File: src/rtl/lsb_mem_ctrl.sv
// Purpose: serves one LSB load/store (1, 2 or 4 bytes) as byte-serial accesses on the 8-bit RAM/IO bus.
// Latency: load of N bytes completes (lsb_valid) in cycle N+2, store of N bytes in cycle N+1.
// Backpressure: rdy_in low freezes everything; IO stores wait while io_buffer_full is high.
module lsb_mem_ctrl #(
  parameter logic [1:0] IO_ADDR_HI = 2'b11
) (
  input  logic        clk_in,
  input  logic        rst_in,
  input  logic        rdy_in,
  input  logic        clear_in,
  input  logic        lsb_enable,
  input  logic [2:0]  lsb_size,
  input  logic [31:0] lsb_addr,
  input  logic [31:0] lsb_wdata,
  input  logic        lsb_wr_tag,
  output logic        lsb_valid,
  output logic [31:0] lsb_rdata,
  output logic        busy,
  input  logic        io_buffer_full,
  input  logic [7:0]  mem_din,
  output logic [7:0]  mem_dout,
  output logic [31:0] mem_a,
  output logic        mem_wr
);

  localparam logic [1:0] S_IDLE  = 2'd0;
  localparam logic [1:0] S_READ  = 2'd1;
  localparam logic [1:0] S_WRITE = 2'd2;
  localparam logic [1:0] S_DONE  = 2'd3;

  logic [1:0]  r_state;
  logic [31:0] r_addr;
  logic [31:0] r_wdata;
  logic [2:0]  r_len;      // bytes in this request: 1, 2 or 4
  logic [2:0]  r_issue;    // bytes already put on the bus
  logic [2:0]  r_cap;      // read bytes already captured
  logic        r_rd_vld;   // mem_a this cycle carries a read address
  logic        r_din_vld;  // mem_din this cycle carries a requested byte

  logic [2:0]  w_req_len;
  logic        w_req_stall;
  logic        w_io_stall;
  logic [31:0] w_issue_addr;
  logic [7:0]  w_issue_byte;

  // Decode request size and the per-byte address/data for the next issue
  always_comb begin
    case (lsb_size)
      3'd1:    w_req_len = 3'd1;
      3'd2:    w_req_len = 3'd2;
      default: w_req_len = 3'd4;
    endcase
    w_req_stall  = (lsb_addr[17:16] == IO_ADDR_HI) && io_buffer_full;
    w_io_stall   = (r_addr[17:16] == IO_ADDR_HI) && io_buffer_full;
    w_issue_addr = r_addr + {29'd0, r_issue};
    w_issue_byte = r_wdata[{r_issue[1:0], 3'b000} +: 8];
  end

  assign busy = (r_state != S_IDLE);

  // Request sequencing: accept, issue bytes, capture read data, pulse completion
  always_ff @(posedge clk_in) begin
    if (rst_in) begin
      r_state   <= S_IDLE;
      r_addr    <= 32'd0;
      r_wdata   <= 32'd0;
      r_len     <= 3'd0;
      r_issue   <= 3'd0;
      r_cap     <= 3'd0;
      r_rd_vld  <= 1'b0;
      r_din_vld <= 1'b0;
      mem_a     <= 32'd0;
      mem_dout  <= 8'd0;
      mem_wr    <= 1'b0;
      lsb_valid <= 1'b0;
      lsb_rdata <= 32'd0;
    end else if (!rdy_in) begin
      // Frozen: only the write strobe drops so a byte is never written twice
      mem_wr <= 1'b0;
    end else begin
      mem_wr    <= 1'b0;
      lsb_valid <= 1'b0;
      case (r_state)
        S_IDLE: begin
          if (lsb_enable && !clear_in) begin
            r_addr    <= lsb_addr;
            r_wdata   <= lsb_wdata;
            r_len     <= w_req_len;
            r_cap     <= 3'd0;
            lsb_rdata <= 32'd0;
            mem_a     <= lsb_addr;
            if (lsb_wr_tag) begin
              r_state <= S_WRITE;
              if (w_req_stall) begin
                r_issue <= 3'd0;
              end else begin
                r_issue  <= 3'd1;
                mem_dout <= lsb_wdata[7:0];
                mem_wr   <= 1'b1;
              end
            end else begin
              r_state  <= S_READ;
              r_issue  <= 3'd1;
              r_rd_vld <= 1'b1;
            end
          end
        end
        S_READ: begin
          if (clear_in) begin
            // Rollback: the load is squashed and its partial data dropped
            r_state   <= S_IDLE;
            r_issue   <= 3'd0;
            r_cap     <= 3'd0;
            r_rd_vld  <= 1'b0;
            r_din_vld <= 1'b0;
            mem_a     <= 32'd0;
            lsb_rdata <= 32'd0;
          end else begin
            r_din_vld <= r_rd_vld;
            if (r_issue != r_len) begin
              mem_a    <= w_issue_addr;
              r_issue  <= r_issue + 3'd1;
              r_rd_vld <= 1'b1;
            end else begin
              mem_a    <= 32'd0;
              r_rd_vld <= 1'b0;
            end
            if (r_din_vld) begin
              lsb_rdata[{r_cap[1:0], 3'b000} +: 8] <= mem_din;
              r_cap <= r_cap + 3'd1;
              if (r_cap == r_len - 3'd1) begin
                r_state   <= S_DONE;
                lsb_valid <= 1'b1;
                r_din_vld <= 1'b0;
              end
            end
          end
        end
        S_WRITE: begin
          // clear_in is ignored: an issued store is already committed
          if (r_issue == r_len) begin
            r_state   <= S_DONE;
            lsb_valid <= 1'b1;
            mem_a     <= 32'd0;
          end else if (!w_io_stall) begin
            mem_a    <= w_issue_addr;
            mem_dout <= w_issue_byte;
            mem_wr   <= 1'b1;
            r_issue  <= r_issue + 3'd1;
          end
        end
        default: begin
          // DONE: the completion pulse is already on lsb_valid this cycle
          r_state <= S_IDLE;
          r_issue <= 3'd0;
          r_cap   <= 3'd0;
        end
      endcase
    end
  end

endmodule
File: config.mk
export PLATFORM = sky130hd
export DESIGN_NAME = lsb_mem_ctrl
export DESIGN_NICKNAME = d
export VERILOG_FILES = /design/src/rtl/lsb_mem_ctrl.sv
export SDC_FILE = /design/constraint.sdc
export NUM_CORES = 1
export LEC_CHECK = 0
export BUFFER_PORTS_ARGS = -buffer_cell sky130_fd_sc_hd__buf_2
export CORE_MARGIN = 5
export CORE_UTILIZATION = 50
export DETAILED_ROUTE_END_ITERATION = 16
export GPL_ROUTABILITY_DRIVEN = 1
export PLACE_DENSITY = 0.74
export SYNTH_ARGS = -nofsm -noshare
export SYNTH_HDL_FRONTEND = slang
export SYNTH_SLANG_ARGS = --single-unit
File: constraint.sdc
create_clock -name clk_in -period 1.8 [get_ports clk_in]
set_input_delay 0.18 -clock clk_in [delete_from_list [all_inputs] [get_ports clk_in]]
set_output_delay 0.18 -clock clk_in [all_outputs]
set_load 0.1 [all_outputs]
==> out/results.ini <==
[power]
p_clk_share_pct = 38.5
switching_share_pct = 33.3
vdd_drop_max_v = 0.000940
intPower_mw = 6.71
switchingPower_mw = 3.35
p_seq_share_pct = 35.7
p_comb_share_pct = 25.8
p_leak_nw = 4.73
power_density_mw_per_mm2 = 851

[worst_setup_path]
ff2ff_setup_slack_ns = -0.23
rr_startpoint = r_issue[2]$_SDFFE_PP0P_
r2r_end = mem_a[31]$_SDFFE_PP0P_
crit_type = reg2reg
crit_path_end_kind = register
worst-path-max-fanout = 10
crit_end = mem_a[31]$_SDFFE_PP0P_
critPathLaunch = r_issue[2]$_SDFFE_PP0P_
critPathRequiredTime_ns = 2.14
start_kind = register
r2r_cells = 7
cp_data_arrival_time_ns = 2.36

[finish]
fillCellCount = 760
drive_above_1_share_pct = 52.4
diodes = 0
nets = 1256
register_area_mm2 = 0.00304
postLayoutCoreUtil_pct = 81.6
multi_input_area_mm2 = 0.00525
area.growth.synth_to_final_pct = 61.1

[cts]
cts-htree-levels = 4
cts_buffers = 17
clk_latency_ns = 0.44
path_clk_slew_ns = 0.06
cts_buffer_depth = 2
cts_tree = done
cts_root_buffer = clkbuf_16
clock_sinks = 151

[sta]
min_period_ns = 2.03
setup_slack_ns = -0.230
maxSlewHeadroom_pct = 65.6
rsz0062_at_grt = true
fin_tns_setup_ns = -8.54
final_max_slew_viol_count = 0
skew_ns = 0.0117
post-route-period-util_pct = 113
hold_violations = 0
setup_viol = 123
fmax_mhz = 493
tightestPinTransition_ns = 0.520

[floorplan]
die_area_mm2 = 0.0172
core.rowCount = 44
core_area_mm2 = 0.0145
die_w_um = 131
die_h_um = 131
start_util_pct = 50.7
io_pins = 157

[synth]
synth_nets = 968
yosysSeqAreaShare_pct = 41.2
synth.most_common_cell = nand2_1
async_reset_ff_share_pct = 0
syn_area_mm2 = 0.00734
synth_top_flop_cell = dfxtp_1
synth-edff-count = 0
ys_types = 65
netlist_top_cells_count = nand2_1 (172), dfxtp_1 (151), a21oi_1 (120), nor2_1 (61), nand3_1 (41)
syn_inst = 872
synth_seq_cells = 151
synth_top_area_share_pct = 41.2
ys_warn_count = 0
yosys.area.top_type = dfxtp_1
syn_area_per_cell_um2 = 8.41
yosys-top-cells-area = dfxtp_1 (41%), nand2_1 (8.8%), a21oi_1 (8.2%)

[placement]
port_buffers = 156
gp_congestion = 0.898
detailed_place_hpwl_mm = 15.6

[min_path]
hold_path.class = in2reg

[status]
violations = setup timing
status = complete, but fails checks

[global_routing]
antenna_found_initial = 0
grt_pass1_vias = 7760
grt_usage_pct = 26.5
gr-total-overflow = 0
grt_pass1_wl_mm = 38.4
grt_max_degree = 70

[job]
cap_violations = 0

[detailed_routing]
wl_per_cell_um = 22.1
drtIter0Drc = 786
num_vias = 8446
ant_nets = 0
routed_wl_mm = 30.0
drcViolationCount = 0
dr.pass1.iters = 5
routed_via_density = 6.23

cells in the final DEF, fill, tap and decap left out, types with 6 or more instances in the layout:
master,instances
buf_2,154
dfxtp_1,144
nand2_1,116
buf_4,107
a21oi_2,74
nor2_1,52
a21oi_1,46
nand2_4,37
a211oi_2,26
clkbuf_16,25
nand3_2,21
nor3_1,21
buf_6,21
nand3_1,20
dlygate4sd3_1,20
nand2_2,19
buf_12,18
mux2i_1,13
o31a_1,12
xor2_1,9
o21ai_1,9
a221oi_2,9
inv_1,8
nor2_4,8
nand4_1,8
mux4_1,8
ha_1,7
nand2b_1,6
and4_1,6
nor4_1,6
sequential cells by signal (all words and copies together), names as in the netlist:
name	count
lsb_valid	1
r_din_vld	1
mem_dout	8
r_state	2
r_len	3
r_wdata	32
lsb_rdata	32
mem_a	32
r_rd_vld	1
mem_wr	1
r_cap	3
r_addr	32
r_issue	3
area by class of cell:
cell class,instances,area share (%)
Tap cell,184,1.95
Clock inverter,14,1.68
Multi-Input combinational cell,645,44.4
Inverter,14,0.519
Timing Repair Buffer,331,22.1
Clock buffer,17,3.60
Sequential cell,151,25.8
layer usage:
metal / track usage (%) / part of all wire [%]
met1: 31.6 / 36
met2: 46.2 / 50
met3: 6.92 / 8.1
met4: 9.24 / 5.8
met5: 0 / 0
worst min-delay path by stage:
stage                  start                       end  depth (start not counted)
2_1_floorplan   lsb_wdata[0]   r_wdata[0]$_SDFFE_PP0P_                          2
3_3_place_gp   lsb_wdata[18]  r_wdata[18]$_SDFFE_PP0P_                          3
3_5_place_dp   lsb_wdata[29]  r_wdata[29]$_SDFFE_PP0P_                          3
4_1_cts         lsb_wdata[4]   r_wdata[4]$_SDFFE_PP0P_                          3
5_1_grt         lsb_addr[28]   r_addr[28]$_SDFFE_PP0P_                          3
6_report        lsb_addr[13]   r_addr[13]$_SDFFE_PP0P_                          3
worst max-delay path, cell delays in order, from the launching register on:
cell and delay [ns]:
dfxtp_2 0.35, xor2_1 0.18, or3_4 0.43, a311oi_4 0.34
buf_4 0.20, clkbuf_16 0.16, nor2_1 0.06, a211oi_1 0.23
through the flow:
step / worst slack, ns / power (mW) / hold slack (ns) / instances / cell area, um^2
6_report: -0.230 / 10.1 / 0.00520 / 1356 / 11800
5_1_grt: -0.263 / 10.3 / -0.00496 / 1356 / 11800
4_1_cts: -0.159 / 9.60 / 0.000453 / 1331 / 10500
3_5_place_dp: -0.304 / 5.67 / 0.425 / 1270 / 9220
3_3_place_gp: -0.194 / 5.64 / 0.421 / 1270 / 9220
2_1_floorplan: -0.476 / 5.04 / 0.316 / 872 / 7520
timing repair:
action | 4_1_cts | 5_1_grt
hold buffers | 20 | 0
resized for setup | 86 | 247
endpoints found under the setup margin | 80 | 144
pin swaps | 45 | 135
setup buffers | 13 | 14
gates cloned | 0 | 12
endpoints found under the hold margin | 20 | 0
logic make-up (layout without fill, tap and decap cells):
group,Yosys count,in the layout,synth area share [%]
adders and majority gates,14,14,2.49
AOI/OAI and AO/OA,233,233,22.3
buffers and inverters,76,376,4.57
xor gates and xnor gates,19,19,2.56
and+or+nand+nor,358,358,22.2
DFF,151,151,41.2
muxes,21,21,4.64
power groups by stage:
stage          clock network (mW)  registers (mW)  logic (mW)
2_1_floorplan                   0            4.26       0.774
6_report                     3.87            3.59        2.60
3_3_place_gp                    0            3.65        1.99
5_1_grt                      4.04            3.61        2.70
3_5_place_dp                    0            3.65        2.02
4_1_cts                      3.83            3.58        2.19
No activity file was read; power rests on OpenSTA's default activity.
